### src/rtl/ntt_pkg.sv
// Shared defaults and helpers for the NTT coefficient path.
package ntt_pkg;

   localparam int unsigned NTT_W     = 32;
   localparam int unsigned NTT_N     = 8;
   localparam logic [31:0] NTT_Q     = 32'd134221489;
   localparam logic [31:0] NTT_OMEGA = 32'd0;

   typedef logic [NTT_W-1:0] coeff_t;

   // Reverse the low nbits bits of idx; bits above nbits are dropped.
   function automatic int unsigned bitrev(input int unsigned idx, input int unsigned nbits);
      int unsigned r;
      r = 0;
      for (int unsigned i = 0; i < 32; i++) begin
         if (i < nbits) r = (r << 1) | ((idx >> i) & 32'd1);
      end
      return r;
   endfunction

endpackage

### src/rtl/ntt_coeff_loader_if.sv
// Coefficient input stream: one beat per accepted cycle, valid/ready handshake.
interface ntt_coeff_loader_if
   import ntt_pkg::*;
#(
   parameter int unsigned W = NTT_W
);
   logic         in_valid;
   logic         in_ready;
   logic [W-1:0] in_coeff;
   logic         in_last;
   logic         in_mode;

   modport master (output in_valid, in_coeff, in_last, in_mode, input in_ready);
   modport slave  (input in_valid, in_coeff, in_last, in_mode, output in_ready);
endinterface

### src/rtl/ntt_coeff_bank.sv
// One frame buffer: N coefficient words with a single write port and a
// parallel read of every word, plus the frame's NTT/iNTT mode bit.
module ntt_coeff_bank
   import ntt_pkg::*;
#(
   parameter int unsigned W = NTT_W,
   parameter int unsigned N = NTT_N
) (
   input  logic                 clk,
   input  logic                 we,
   input  logic [$clog2(N)-1:0] widx,
   input  logic [W-1:0]         wdata,
   input  logic                 mode_we,
   input  logic                 mode_in,
   output logic [W-1:0]         rd_data [0:N-1],
   output logic                 rd_mode
);

   always_ff @(posedge clk) begin
      if (we) rd_data[widx] <= wdata;
      if (mode_we) rd_mode <= mode_in;
   end

endmodule

### src/rtl/ntt_coeff_loader.sv
// Range-checks a coefficient stream, optionally bit-reverses it, double-buffers
// N-word frames and issues each one as a single-cycle parallel vector.
module ntt_coeff_loader
   import ntt_pkg::*;
#(
   parameter int unsigned  W         = NTT_W,
   parameter int unsigned  N         = NTT_N,
   parameter logic [W-1:0] Modulus_Q = W'(NTT_Q),
   parameter int unsigned  BITREV    = 0
) (
   input  logic                 clk,
   input  logic                 reset,
   ntt_coeff_loader_if.slave    src,
   input  logic                 issue_en,
   output logic [W-1:0]         Data_out [0:N-1],
   output logic                 data_valid_out,
   output logic                 iNTT_mode_out,
   output logic                 coeff_err,
   output logic                 len_err
);

   localparam int unsigned    LW       = $clog2(N);
   localparam logic [LW-1:0]  LAST_IDX = LW'(N - 1);

   // Out-of-range coefficients are replaced by zero rather than reduced.
   function automatic logic [W-1:0] range_fix(input logic [W-1:0] c);
      return (c < Modulus_Q) ? c : '0;
   endfunction

   function automatic logic out_of_range(input logic [W-1:0] c);
      return c >= Modulus_Q;
   endfunction

   logic [1:0]    full;
   logic          wr_bank;
   logic          rd_bank;
   logic [LW-1:0] cnt;

   logic          accept;
   logic          wrap;
   logic          issue;
   logic [LW-1:0] widx;
   logic [W-1:0]  wdata;

   logic [W-1:0]  bank0_data [0:N-1];
   logic [W-1:0]  bank1_data [0:N-1];
   logic          bank0_mode;
   logic          bank1_mode;

   // Ready looks only at registered state, so issue_en never reaches in_ready.
   assign src.in_ready = !reset && !full[wr_bank];
   assign accept       = src.in_valid && src.in_ready;
   assign wrap         = accept && (cnt == LAST_IDX);
   assign issue        = full[rd_bank] && issue_en;
   assign widx         = (BITREV != 0) ? LW'(bitrev(32'(cnt), LW)) : cnt;
   assign wdata        = range_fix(src.in_coeff);

   ntt_coeff_bank #(.W(W), .N(N)) u_bank0 (
      .clk     (clk),
      .we      (accept && !wr_bank),
      .widx    (widx),
      .wdata   (wdata),
      .mode_we (accept && !wr_bank && (cnt == '0)),
      .mode_in (src.in_mode),
      .rd_data (bank0_data),
      .rd_mode (bank0_mode)
   );

   ntt_coeff_bank #(.W(W), .N(N)) u_bank1 (
      .clk     (clk),
      .we      (accept && wr_bank),
      .widx    (widx),
      .wdata   (wdata),
      .mode_we (accept && wr_bank && (cnt == '0)),
      .mode_in (src.in_mode),
      .rd_data (bank1_data),
      .rd_mode (bank1_mode)
   );

   // Stage p0: frame assembly control. A completing bank is never the one
   // being issued (it cannot be full yet), so both full bits update safely.
   always_ff @(posedge clk) begin
      if (reset) begin
         full      <= 2'b00;
         wr_bank   <= 1'b0;
         rd_bank   <= 1'b0;
         cnt       <= '0;
         coeff_err <= 1'b0;
         len_err   <= 1'b0;
      end else begin
         if (accept) begin
            cnt <= cnt + 1'b1;
            if (out_of_range(src.in_coeff)) coeff_err <= 1'b1;
            if (src.in_last != (cnt == LAST_IDX)) len_err <= 1'b1;
         end
         if (wrap) begin
            full[wr_bank] <= 1'b1;
            wr_bank       <= ~wr_bank;
         end
         if (issue) begin
            full[rd_bank] <= 1'b0;
            rd_bank       <= ~rd_bank;
         end
      end
   end

   // Stage p1: issued frame register; holds the last frame between issues.
   always_ff @(posedge clk) begin
      if (reset) begin
         data_valid_out <= 1'b0;
         iNTT_mode_out  <= 1'b0;
         for (int i = 0; i < int'(N); i++) Data_out[i] <= '0;
      end else begin
         data_valid_out <= issue;
         if (issue) begin
            iNTT_mode_out <= rd_bank ? bank1_mode : bank0_mode;
            for (int i = 0; i < int'(N); i++)
               Data_out[i] <= rd_bank ? bank1_data[i] : bank0_data[i];
         end
      end
   end

endmodule

### src/flat_wrapper.sv
// flat-port wrapper written by rule: the top's interface ports become plain ports
module ntt_coeff_loader_flat import ntt_pkg::*;
#(
   parameter int unsigned  W         = NTT_W,
   parameter int unsigned  N         = NTT_N,
   parameter logic [W-1:0] Modulus_Q = W'(NTT_Q),
   parameter int unsigned  BITREV    = 0
)
  (clk, reset, issue_en, Data_out, data_valid_out, iNTT_mode_out, coeff_err, len_err, src_in_valid, src_in_coeff, src_in_last, src_in_mode, src_in_ready);
  ntt_coeff_loader_if #(.W(W)) src_i ();
  input  logic clk;
  input  logic reset;
  input  logic issue_en;
  output logic [W-1:0] Data_out[0:N-1];
  output logic data_valid_out;
  output logic iNTT_mode_out;
  output logic coeff_err;
  output logic len_err;
  input wire logic [$bits(src_i.in_valid)-1:0] src_in_valid;
  input wire logic [$bits(src_i.in_coeff)-1:0] src_in_coeff;
  input wire logic [$bits(src_i.in_last)-1:0] src_in_last;
  input wire logic [$bits(src_i.in_mode)-1:0] src_in_mode;
  output wire logic [$bits(src_i.in_ready)-1:0] src_in_ready;
  assign src_i.in_valid = src_in_valid;
  assign src_i.in_coeff = src_in_coeff;
  assign src_i.in_last = src_in_last;
  assign src_i.in_mode = src_in_mode;
  assign src_in_ready = src_i.in_ready;
  ntt_coeff_loader #(.W(W), .N(N), .Modulus_Q(Modulus_Q), .BITREV(BITREV)) u_core (.clk(clk), .reset(reset), .src(src_i), .issue_en(issue_en), .Data_out(Data_out), .data_valid_out(data_valid_out), .iNTT_mode_out(iNTT_mode_out), .coeff_err(coeff_err), .len_err(len_err));
endmodule
### config.mk
export PLATFORM = sky130hd
export DESIGN_NAME = ntt_coeff_loader_flat
export DESIGN_NICKNAME = d
export VERILOG_FILES = /design/src/rtl/ntt_pkg.sv /design/src/rtl/ntt_coeff_loader_if.sv /design/src/rtl/ntt_coeff_bank.sv /design/src/rtl/ntt_coeff_loader.sv /design/src/flat_wrapper.sv
export SDC_FILE = /design/constraint.sdc
export NUM_CORES = 1
export LEC_CHECK = 0
export ABC_CLOCK_PERIOD_IN_PS = 7750
export CAP_MARGIN = 0
export CORE_MARGIN = 2
export CORE_UTILIZATION = 29
export DETAILED_ROUTE_END_ITERATION = 10
export GPL_TIMING_DRIVEN = 0
export PLACE_DENSITY = 0.48
export SKIP_LAST_GASP = 1
export SYNTH_ARGS = -nofsm -noshare
export SYNTH_HDL_FRONTEND = slang
export SYNTH_SLANG_ARGS = --single-unit
export TNS_END_PERCENT = 20
### constraint.sdc
create_clock -name clk -period 7.75 [get_ports clk]
set_input_delay 0.775 -clock clk [delete_from_list [all_inputs] [get_ports clk]]
set_output_delay 0.775 -clock clk [all_outputs]
set_load 0.005 [all_outputs]
==> run metrics <==
global-route wire length before repair=~120,000 um; Top FF cell, synth=edfxtp_1; layout net count=about 2,100; placed cell count=about 3,100; global route total overflow=0; most instantiated cells after synthesis=edfxtp_1 (514), nor2_1 (275), dfxtp_1 (267), a222oi_1 (257), clkbuf_1 (92); Worst Path Arrival=approximately 4200 ps; VDD IR max=between 150 and 200 uV; busiest metal layer after global routing=met2; fin crit period=approximately 3900 ps; R2R Setup Slk=around 4500 ps; HP Class=reg -> reg; Crit path required time=8020 ps; Hold Path Stages=2; worst-path maximum fanout=16; PnR Total Power=~8.6 mW; vias=between 15,000 and 20,000; CP bufs+invs=2; drt drc=0; critical-path cell list=clkdlybuf4s50_1, nor4_1, nand2_1, clkbuf_1, a21boi_4; total track usage=18.0%; Routed Antenna Nets=0; setup bufs post-CTS=0; die width=roughly 300 um; setup TNS=0 ps; register bit count reported by yosys=781; FF-to-FF path depth=8; Slew @ Worst Pin=~1200 ps; fin crit share=around half; post-synthesis sequential area ratio=about 82%; Avg Cell Area, Syn=around 17 um^2; CP Class=in -> reg; WL/cell=25.5 um; Post-synth EDFFs=between 500 and 600; post-route insts no fill=~3,300; share of cells above drive strength 1=between 10% and 20%; top post-synthesis cells by area=edfxtp_1 (61%), dfxtp_1 (21%), a222oi_1 (10%); met2 GRT Util=approximately 28%; core area=slightly below 90,000 um^2; Achievable Freq=roughly 260 MHz; htree depth=3; unrepaired setup endpoints after global routing=false; Relative slew margins=around 20%; Die Y=roughly 300 um; fin. max-slew vios=0; Reg clk slew, reported paths=~60 ps; max-cap check violation count=0; CTS Buffer Depth=3; status=finished, final reports clean; Initial Util=between 20 and 30%; Routed WL=~83,000 um; 1st-iter DRT viols=about 2,300; Synth area leader=edfxtp_1; vias in the first global route=around 16,000; floorplan row count=approximately 110; ys async rst share=0%; cts bufs inserted=83; cts hold-fix bufs=0; yosys warns=0; Worst path slowest cell=a21boi_4; Clock Latency Late Sink=630 ps; clk_skew=approximately 19 ps; top-level port count=around 300; endpoints failing setup=0; synthesized netlist cell count=roughly 1,500; CTS Sinks=between 700 and 800; Via density=a little over 5; post-synth top area share=about three fifths; met1 Usage GRT=roughly a quarter; count leader, synth=edfxtp_1; GPL Wtd Cong=between 0.7 and 0.8; Synth Cell Area=about 25,000 um^2; # port buffers=between 200 and 300; initial antenna violation count=10; post-CTS resize count=0; FILL cells=7,939; detailed placement HPWL=57,600 um; CP endpoint kind=flop; Area Growth Syn to Fin=34.1%; CTS tree=done; met3 Use GR=3.80%; power density cells=250 nW/um^2; largest net degree at the start of global routing=32; Final Hold Vio Count=0; Crit. path cell count=5; Root Driver=clkbuf_16; Static Leak=between 10 and 15 nW; first-pass iteration count of the detailed router=8; crit start category=primary input; Unique masters post-synth=34; die area=90,200 um^2; Top delay family on crit path=simple AND/OR/NAND/NOR gates; slowest stage delay, CP=around 940 ps
-- worst register-to-register path: stages, from the launching register on --
cell and delay (ps):
dfxtp_1 440, mux2i_1 340, and3_1 190, buf_2 220, nand3_1 350, nor3_2 780
buf_8 240, buf_6 180, buf_4 190
-- stage by stage --
step	hold slack [ps]	utilization [%]	worst slack (ps)	instance area [um^2]
detailed placement	473	36.1	3210	31400
global placement	453	34.7	244	30100
CTS	485	39.3	3850	34100
global route	503	39.3	3740	34100
floorplan	460	-	3610	25700
finish	479	39.3	3860	34200
-- layout by cell type, fill, tap and decap left out, types with 3 or more instances in the layout --
cell type | Yosys | routed
nand3_1 | 5 | 5
clkbuf_8 | 0 | 4
clkbuf_1 | 92 | 114
dfxtp_1 | 267 | 267
a31oi_1 | 3 | 3
nor4_1 | 3 | 3
nor2_1 | 275 | 262
nand4_1 | 3 | 3
clkinv_1 | 0 | 9
nor3_1 | 9 | 5
buf_16 | 0 | 12
clkdlybuf4s50_1 | 0 | 297
clkinv_2 | 0 | 18
nand2_1 | 9 | 9
a21oi_1 | 4 | 4
ha_1 | 3 | 3
a21boi_2 | 1 | 8
buf_2 | 27 | 27
edfxtp_1 | 514 | 514
bufinv_16 | 0 | 9
a222oi_1 | 257 | 257
buf_6 | 1 | 11
conb_1 | 1 | 64
nor2_4 | 0 | 12
clkbuf_16 | 0 | 86
inv_1 | 5 | 5
diode_2 | 0 | 7
buf_12 | 0 | 13
and3_1 | 3 | 3
buf_8 | 0 | 12
a21boi_4 | 0 | 19
nor3_2 | 0 | 4
-- where the power goes --
group          total (mW)  internal [mW]  switching [mW]  leakage, nW
clock network        4.01           2.39            1.62         1.36
registers            4.42           4.42         0.00475         6.77
logic               0.122         0.0388          0.0831         3.19
total                8.55           6.84            1.71         11.3
-- worst paths after layout --
kind | from | end
max | src_in_coeff[30] | u_core.u_bank0.rd_data[26]
min | u_core.u_bank1.rd_data[136] | u_core.Data_out[136]
max reg2reg | u_core.wr_bank | u_core.u_bank0.rd_data[233]
min reg2reg | u_core.u_bank1.rd_data[136] | u_core.Data_out[136]
-- layout make-up --
| class | count | area, um^2 | share of cell area (%) |
|---|---|---|---|
| diodes | 7 | 17.5 | 0.0513 |
| plain buffers | 123 | 507 | 1.48 |
| clock buffers | 112 | 2290 | 6.70 |
| clock inverters | 43 | 479 | 1.40 |
| inverters | 5 | 18.8 | 0.0549 |
| multi-input cells | 679 | 4760 | 13.9 |
| flip-flops and latches | 781 | 20800 | 60.8 |
| well taps | 1155 | 1450 | 4.23 |
| repair buffers | 345 | 3860 | 11.3 |
-- cell families after synthesis --
logic type                 count (synthesis)  share of synthesized area (%)
DFF                                      781                           81.6
AOI/OAI and AO/OA                        293                           11.1
and+or+nand+nor                          314                           4.89
xor gates and xnor gates                   3                          0.103
other                                      1                         0.0147
adders and majority gates                  3                          0.147
buffers and inverters                    128                           2.06
muxes                                      2                         0.0835
-- registers in the layout, summed over array words and instances (netlist names) --
name	cells
u_core.Data_out	256
u_core.u_bank0.rd_data	256
u_core.u_bank1.rd_data	256
u_core.cnt	3
u_core.full	2
u_core.coeff_err	1
u_core.data_valid_out	1
u_core.iNTT_mode_out	1
u_core.len_err	1
u_core.rd_bank	1
u_core.u_bank0.rd_mode	1
u_core.u_bank1.rd_mode	1
u_core.wr_bank	1
-- routing by layer --
layer / up-vias / wire length [um]
met4: 4 / 2560
li1: 7167 / -
met3: 110 / 6320
met5: - / 23
met2: 688 / 38500
met1: 8399 / 35700
(Power assumes the default switching activity.)
